**src/rtl/serial_word_comparator.sv**
```systemverilog
// Byte-serial magnitude comparator: words arrive LSB first and resolve through one
// eight_bit_comparator with registered cascade feedback. Optional macro: SERCMP_SIGNED_EN.

module eight_bit_comparator (
   output logic       l,
   output logic       e,
   output logic       g,
   input  logic [7:0] a,
   input  logic [7:0] b,
   input  logic       l_in,
   input  logic       e_in,
   input  logic       g_in
);
   always_comb begin
      l = 1'b0;
      e = 1'b0;
      g = 1'b0;
      if (a < b) begin
         l = 1'b1;
      end else if (a > b) begin
         g = 1'b1;
      end else begin
         l = l_in;
         e = e_in;
         g = g_in;
      end
   end
endmodule

module serial_word_comparator #(
   parameter int NUM_BYTES = 4,
   parameter int CNT_W     = 4
) (
   input  logic       clk,
   input  logic       rst_n,
   input  logic       clr,
   input  logic       in_valid,
   output logic       in_ready,
   input  logic [7:0] a_byte,
   input  logic [7:0] b_byte,
   output logic       res_valid,
   input  logic       res_ready,
   output logic       lt,
   output logic       eq,
   output logic       gt,
   output logic       busy
);
   typedef enum logic [1:0] {IDLE, ACCUM, HOLD} state_t;

   state_t           state_q, state_d;
   logic [CNT_W-1:0] cnt;
   logic             acc_l, acc_e, acc_g;
   logic             cmp_l, cmp_e, cmp_g;
   logic             nxt_l, nxt_e, nxt_g;
   logic             accept, is_last;

   assign in_ready = (state_q != HOLD);
   assign accept   = in_valid && in_ready;
   assign is_last  = (cnt == CNT_W'(NUM_BYTES - 1));

   eight_bit_comparator u_cmp (
      .l    (cmp_l),
      .e    (cmp_e),
      .g    (cmp_g),
      .a    (a_byte),
      .b    (b_byte),
      .l_in (acc_l),
      .e_in (acc_e),
      .g_in (acc_g)
   );

`ifdef SERCMP_SIGNED_EN
   // Differing sign bits on the top byte decide the result outright.
   always_comb begin
      nxt_l = cmp_l;
      nxt_e = cmp_e;
      nxt_g = cmp_g;
      if (is_last && (a_byte[7] != b_byte[7])) begin
         nxt_l = a_byte[7];
         nxt_e = 1'b0;
         nxt_g = b_byte[7];
      end
   end
`else
   assign nxt_l = cmp_l;
   assign nxt_e = cmp_e;
   assign nxt_g = cmp_g;
`endif

   always_ff @(posedge clk or negedge rst_n) begin
      if (!rst_n) state_q <= IDLE;
      else        state_q <= state_d;
   end

   always_comb begin
      state_d = state_q;
      if (clr) begin
         state_d = IDLE;
      end else begin
         unique case (state_q)
            IDLE, ACCUM: if (accept) state_d = is_last ? HOLD : ACCUM;
            HOLD:        if (res_ready) state_d = IDLE;
            default:     state_d = IDLE;
         endcase
      end
   end

   always_ff @(posedge clk or negedge rst_n) begin
      if (!rst_n) begin
         cnt       <= '0;
         acc_l     <= 1'b0;
         acc_e     <= 1'b1;
         acc_g     <= 1'b0;
         res_valid <= 1'b0;
         lt        <= 1'b0;
         eq        <= 1'b0;
         gt        <= 1'b0;
         busy      <= 1'b0;
      end else if (clr || (state_q == HOLD && res_ready)) begin
         cnt       <= '0;
         acc_l     <= 1'b0;
         acc_e     <= 1'b1;
         acc_g     <= 1'b0;
         res_valid <= 1'b0;
         lt        <= 1'b0;
         eq        <= 1'b0;
         gt        <= 1'b0;
         busy      <= 1'b0;
      end else if (accept) begin
         cnt   <= cnt + 1'b1;
         acc_l <= nxt_l;
         acc_e <= nxt_e;
         acc_g <= nxt_g;
         busy  <= 1'b1;
         if (is_last) begin
            res_valid <= 1'b1;
            lt        <= nxt_l;
            eq        <= nxt_e;
            gt        <= nxt_g;
         end
      end
   end
endmodule

```
**config.mk**
```make
export PLATFORM = sky130hd
export DESIGN_NAME = serial_word_comparator
export DESIGN_NICKNAME = d
export VERILOG_FILES = /design/src/rtl/serial_word_comparator.sv
export SDC_FILE = /design/constraint.sdc
export NUM_CORES = 1
export LEC_CHECK = 0
export ABC_AREA = 1
export BUFFER_PORTS_ARGS = -buffer_cell sky130_fd_sc_hd__buf_2
export CAP_MARGIN = 20
export CORE_MARGIN = 5
export CORE_UTILIZATION = 40
export DETAILED_ROUTE_END_ITERATION = 16
export HOLD_SLACK_MARGIN = 0.08
export SYNTH_ARGS = -nofsm -noshare
export SYNTH_HDL_FRONTEND = slang
export SYNTH_HIERARCHICAL = 1
export SYNTH_SLANG_ARGS = --single-unit
```
**constraint.sdc**
```tcl
create_clock -name clk -period 1.3 [get_ports clk]
set_input_delay 0 -clock clk [delete_from_list [all_inputs] [get_ports clk]]
set_output_delay 0 -clock clk [all_outputs]
set_load 0.01 [all_outputs]
```
==> flow_summary.json, run 1 <==
{
  "hold_viol": 0,
  "syn_nets": 152,
  "antenna_cells": 0,
  "path_cells": "a21oi_4, nand2_1, nand3_1, nand2_1",
  "syn2layout_area_growth_pct": 25.9,
  "dr.pass1.iters": 5,
  "die_x_um": 58.3,
  "drc_errors": 0,
  "port_buffers": 26,
  "grt_max_degree": 15,
  "finalSetupViolations": 0,
  "viasPerCell": 4.71,
  "ys_top_cells_by_count": "nand2_1 (36), inv_1 (14), dfrtp_1 (13)",
  "post_cts_resized": 0,
  "cp_num_buf_inv": 0,
  "crit_type": "reg2reg",
  "grt_use_met1": 0.152,
  "fin_skew_ps": 9.99,
  "grt_pass1_wl_mm": 3.71,
  "yosysMostFrequentCell": "nand2_1",
  "syn-cell-area_sq_um": 933,
  "relSlewSlack": 0.794,
  "overflow": 0,
  "htreeDepth": 1,
  "critical-path-top-delay-family": "flip-flops",
  "cp_slowest_cell": "dfrtp_1",
  "wl_mm": 2.05,
  "hold_path.class": "in2async",
  "cts_tree": "yes",
  "crit_arrival_ps": 1340,
  "cts_max_path_buffers": 2,
  "cp_slowest_stage_delay_ps": 490,
  "status": "finished, final reports clean",
  "endpoint_kind": "register",
  "clock.fmax_ghz": 0.868,
  "synthArstFlopShare": 1.00,
  "post-route-min-period_ps": 1150,
  "die_h_um": 58.3,
  "ant_nets": 0,
  "syn_area_per_cell_sq_um": 7.65,
  "dp_hpwl_mm": 1.64,
  "drtIter0Drc": 15,
  "rows": 17,
  "finalSetupTns_ps": 0,
  "slew_violations": 0,
  "synth-seq-cells": 14,
  "cts_sinks": 14,
  "cp_max_fo": 7,
  "synth_enable_flop_cells": 0,
  "tightest_slew_ps": 309,
  "startpoint_type": "register",
  "antenna_found_initial": 0,
  "cts_root_buf": "clkbuf_4",
  "start_util": 0.422,
  "cts.clk_slew.worst_paths_ps": 90,
  "crit_path_frequent_cell": "nand2_1",
  "met3_usage": 0.0482,
  "required_ps": 1490,
  "ys_warn_count": 6,
  "hold_slack_ps": 126,
  "synth_ff_type": "dfrtp_1",
  "synth.top_cell.area_share": 0.349,
  "synth.area.top_cells": "dfrtp_1 (35%), nand2_1 (14%), ha_1 (12%)",
  "insertion_delay_ps": 290,
  "gp_congestion": 0.796,
  "fin_crit_sh": 0.886,
  "yosysUniqueCellTypes": 21,
  "wire_per_inst_um": 11.2,
  "rsz0062_at_grt": "false",
  "grt_pass1_vias": 892,
  "nets": 187,
  "yosysSeqAreaShare": 0.377,
  "drv_cap": 0,
  "grt.busiest_layer": "met2",
  "drive_gt1_frac": 0.295,
  "p_per_area_nw_per_um2": 837,
  "met2_usage": 0.260,
  "vias": 867,
  "dieArea_sq_um": 3400,
  "synth_largest_area_cell": "dfrtp_1",
  "postSynthCellCount": 122,
  "nFillCells": 222,
  "io_pins": 27,
  "core-area_sq_um": 2210,
  "cts_made_buffers": 3,
  "vdd_drop_max_mv": 0.825,
  "groute.usage.overall": 0.141,
  "leakage_uw": 0.000687
}
==> cell families (layout without fill, tap and decap cells) <==
| logic type | Yosys count | after routing | synth area share |
|---|---|---|---|
| compound gates | 8 | 8 | 0.0617 |
| xor+xnor | 1 | 1 | 0.00939 |
| fa+ha+maj | 9 | 9 | 0.121 |
| buf+inv | 18 | 52 | 0.0751 |
| flops | 14 | 14 | 0.377 |
| simple gates | 72 | 72 | 0.357 |
==> layout make-up <==
cell class / count / area (sq um) / area share
inverters: 18 / 70.1 / 0.0596
well taps: 28 / 35.0 / 0.0298
clock buffers: 4 / 36.3 / 0.0309
repair buffers: 30 / 170 / 0.145
flip-flops and latches: 14 / 352 / 0.299
multi-input cells: 90 / 512 / 0.436
==> power by group <==
group,internal [uW],switching (uW),leakage (uW)
registers,455,12.0,0.000187
logic,84.1,116,0.000480
clock network,170,146,0.0000210
total,710,274,0.000687
==> worst reg2reg max path, delay by kind of cell, from the launching register on <==
kind            cells  cell delay (ps)
compound gates      1              300
simple gates        3              260
flops               1              490
==> sequential cells by signal (all words and copies together), names as in the netlist <==
name / cells
state_q: 2
lt: 1
busy: 1
gt: 1
acc_l: 1
acc_e: 1
acc_g: 1
cnt: 4
eq: 1
res_valid: 1
==> path summary, 6_finish.rpt <==
| kind | from | endpoint | slack [ps] | cells after the start |
|---|---|---|---|---|
| worst max-delay path | state_q[1]$_DFFE_PN0P_ | gt$_DFFE_PN0P_ | 150 | 4 |
| worst min-delay path | rst_n | state_q[1]$_DFFE_PN0P_ | 130 | 2 |
| worst max register to register | state_q[1]$_DFFE_PN0P_ | gt$_DFFE_PN0P_ | 150 | 4 |
| worst min register to register | acc_e$_DFFE_PN1P_ | acc_e$_DFFE_PN1P_ | 470 | 2 |
| max in group asynchronous | rst_n | acc_e$_DFFE_PN1P_ | 880 | 2 |
| min in group clk | a_byte[7] | acc_l$_DFFE_PN0P_ | 340 | 8 |
==> per-layer routing <==
metal,up-vias,part of all wire
met2,17,0.51
li1,455,-
met3,2,0.072
met1,393,0.41
met5,-,0
met4,0,0.0058
==> metrics by stage <==
stage           util  cells  setup slack, ps  instance area, sq um  total power (uW)
2_1_floorplan      -    122              266                   933               599
3_3_place_gp   0.497    176              135                  1100               661
3_5_place_dp   0.497    176              128                  1100               669
4_1_cts        0.531    184              141                  1170               997
5_1_grt        0.531    184             14.7                  1170              1060
6_report       0.531    184              148                  1170               984
==> layout by cell type (no fill, tap or decap) <==
master	synthesis	final
nand3_2	1	1
nand3_1	12	12
nor2_2	2	2
inv_2	3	3
inv_1	14	14
nand2_1	36	36
nand2_4	1	1
nor3_1	1	1
clkbuf_4	0	3
nor2_1	12	12
buf_2	0	26
a21oi_4	1	1
inv_4	1	1
a21oi_1	5	5
xor2_1	1	1
nor2_4	2	2
nand2_2	3	3
a21oi_2	1	1
nand4_1	2	2
dlygate4sd3_1	0	4
ha_1	9	9
dfrtp_1	13	13
clkbuf_8	0	1
a21o_1	1	1
dfstp_2	1	1
==> repair_timing <==
| action | 4_1_cts | 5_1_grt |
|---|---|---|
| hold endpoints to repair | 20 | 0 |
| hold buffers | 4 | 0 |
| setup buffers | 0 | 0 |
Note: power is estimated with default switching activity, not from simulation.
==> run 2: changes to the inputs <==
- SYNTH_HIERARCHICAL: 1 -> default
==> run 2 against run 1 <==
Register-to-register slack worse by 40 ps; maximum frequency fell by 3.1%; sequential share of layout area grew 0.58 points; final cell count down 5.4%; worst setup slack got worse by 36 ps; core utilization hardly changed; synthesized cell count shrank 9.0%; combinational power up 49%; wire length decreased by 12%.
==> flow_summary.json, run 2 <==
{
  "ant_nets": 0,
  "wl_met3_um": 115,
  "drc_errors": 0,
  "grt_max_degree": 15,
  "top_layer": "met4",
  "drive_gt1_frac": 0.301,
  "cp_slowest_stage_delay_ps": 390,
  "critical-path-top-delay-family": "flip-flops",
  "drv_cap": 0,
  "crit_arrival_ps": 1390,
  "overflow": 0,
  "top_register": "cnt",
  "route.met2.wl_um": 839,
  "total_power_uw": 1120,
  "wl_met1_um": 834,
  "hold_path.class": "in2reg",
  "cts_tree": "yes",
  "finalSetupViolations": 0,
  "synth_largest_area_cell": "dfrtp_1",
  "antenna_found_initial": 0,
  "synth.top_cell.area_share": 0.365,
  "layout_commonest_cell": "nand2_1",
  "synth_ff_type": "dfrtp_1",
  "path_cells": "buf_4, nand2_2, nand2_4, o21ai_4, nand2_1, o21ai_1",
  "drtIter0Drc": 14,
  "syn_nets": 141,
  "yosysMostFrequentCell": "nand2_1",
  "postCtsSetupBuffers": 0,
  "die_h_um": 57.2,
  "clock.fmax_ghz": 0.841,
  "startpoint_type": "register",
  "p_per_area_nw_per_um2": 973,
  "cts_max_path_buffers": 2,
  "grt_pass1_vias": 773,
  "dieArea_sq_um": 3270,
  "insertion_delay_ps": 270,
  "pre_cts_ws_ps": 48.4,
  "syn2layout_area_growth_pct": 29.4,
  "dp_hpwl_mm": 1.49,
  "synth.area.top_cells": "dfrtp_1 (37%), ha_1 (13%), nand2_1 (12%)",
  "groute.usage.overall": 0.113,
  "viasPerCell": 4.57,
  "io_pins": 27,
  "finalSetupTns_ps": 0,
  "hold_viol": 0,
  "rsz0062_at_grt": "false",
  "yosysSeqAreaShare": 0.395,
  "htreeDepth": 1,
  "cp_max_fo": 5,
  "core-area_sq_um": 2170,
  "synth-seq-cells": 14,
  "crit_type": "reg2reg",
  "cts_made_buffers": 3,
  "cts_sinks": 14,
  "final_cell_mix": "nand2_1 (28), buf_2 (26), inv_1 (16)",
  "status": "finished, final reports clean",
  "required_ps": 1500,
  "post-route-min-period_ps": 1190,
  "fin_crit_sh": 0.914,
  "start_util": 0.411,
  "synthArstFlopShare": 1.00,
  "setup_ws_ps": 111,
  "hold_slack_ps": 89.3,
  "antenna_cells": 0,
  "synth_enable_flop_cells": 0,
  "syn_area_per_cell_sq_um": 8.03,
  "tightest_slew_ps": 324,
  "fin_skew_ps": 1.07,
  "gp_congestion": 0.797,
  "vdd_drop_max_mv": 0.904,
  "die_x_um": 57.2,
  "postSynthCellCount": 111,
  "wire_per_inst_um": 10.3,
  "relSlewSlack": 0.783,
  "slew_violations": 0,
  "cts.clk_slew.worst_paths_ps": 70,
  "yosysUniqueCellTypes": 24,
  "cts_root_buf": "clkbuf_4",
  "wl_mm": 1.80,
  "leakage_uw": 0.000634,
  "largest_register_ff_count": 4,
  "ys_warn_count": 0,
  "vias": 795,
  "nets": 177,
  "reg_top3": "cnt x4, state_q x2",
  "syn-cell-area_sq_um": 891,
  "fin_util": 0.531,
  "port_buffers": 26,
  "cp_num_buf_inv": 1,
  "endpoint_kind": "register",
  "cp_slowest_cell": "dfrtp_1",
  "dr.pass1.iters": 4,
  "ys_top_cells_by_count": "nand2_1 (28), inv_1 (16), dfrtp_1 (13)",
  "rows": 17,
  "grt_pass1_wl_mm": 3.03
}
-- run 2: timing repair --
action / in CTS / in global routing
hold buffers: 3 / 0
endpoints found under the setup margin: 0 / 2
resized for setup: 0 / 3
endpoints found under the hold margin: 17 / 0
-- run 2: layer usage --
layer,GRT usage,vias to the layer above
li1,-,434
met1,0.150,346
met2,0.179,13
met3,0.0475,2
met4,0.00993,0
met5,0,-
-- run 2: worst register-to-register path: stages (launching register included) --
cell and delay [ps]:
dfrtp_1 390, buf_4 150, nand2_2 110, nand2_4 90, o21ai_4 170, nand2_1 100
o21ai_1 120
-- run 2: metrics by stage --
| stage | instances | area, sq um |
|---|---|---|
| 6_report | 174 | 1150 |
| 5_1_grt | 174 | 1150 |
| 4_1_cts | 174 | 1140 |
| 3_5_place_dp | 167 | 1070 |
| 3_3_place_gp | 167 | 1070 |
| 2_1_floorplan | 111 | 891 |
-- run 2: cell type report --
type / instances / area, sq um
multi-input cells: 78 / 483
fillers: 226 / 1020
repair buffers: 31 / 175
well taps: 28 / 35.0
clock buffers: 4 / 36.3
flip-flops and latches: 14 / 352
inverters: 19 / 71.3
-- run 2: worst paths after layout --
| path | from | end | slack, ps | cells past startpoint |
|---|---|---|---|---|
| min in group asynchronous | rst_n | state_q[0]$_DFFE_PN0P_ | 140 | 2 |
| worst min-delay path | res_ready | state_q[1]$_DFFE_PN0P_ | 90 | 4 |
| worst max-delay path | state_q[1]$_DFFE_PN0P_ | eq$_DFFE_PN0P_ | 110 | 6 |
| max in group asynchronous | rst_n | acc_e$_DFFE_PN1P_ | 880 | 2 |
| worst min register to register | res_valid$_DFFE_PN0P_ | res_valid$_DFFE_PN0P_ | 480 | 2 |
| worst max register to register | state_q[1]$_DFFE_PN0P_ | eq$_DFFE_PN0P_ | 110 | 6 |
-- run 2: where the power goes --
group	leakage (uW)	total [uW]	internal [uW]	switching, uW
Clock	0.0000210	293	170	123
Sequential	0.000181	531	493	38.4
Combinational	0.000432	297	137	160
-- run 2: cell families after synthesis --
kind of cell,synth area share
adder cells (fa/ha/maj),0.126
AND/OR/NAND/NOR,0.281
AO/OA/AOI/OAI,0.118
buffers and inverters,0.0801
flip-flops,0.395
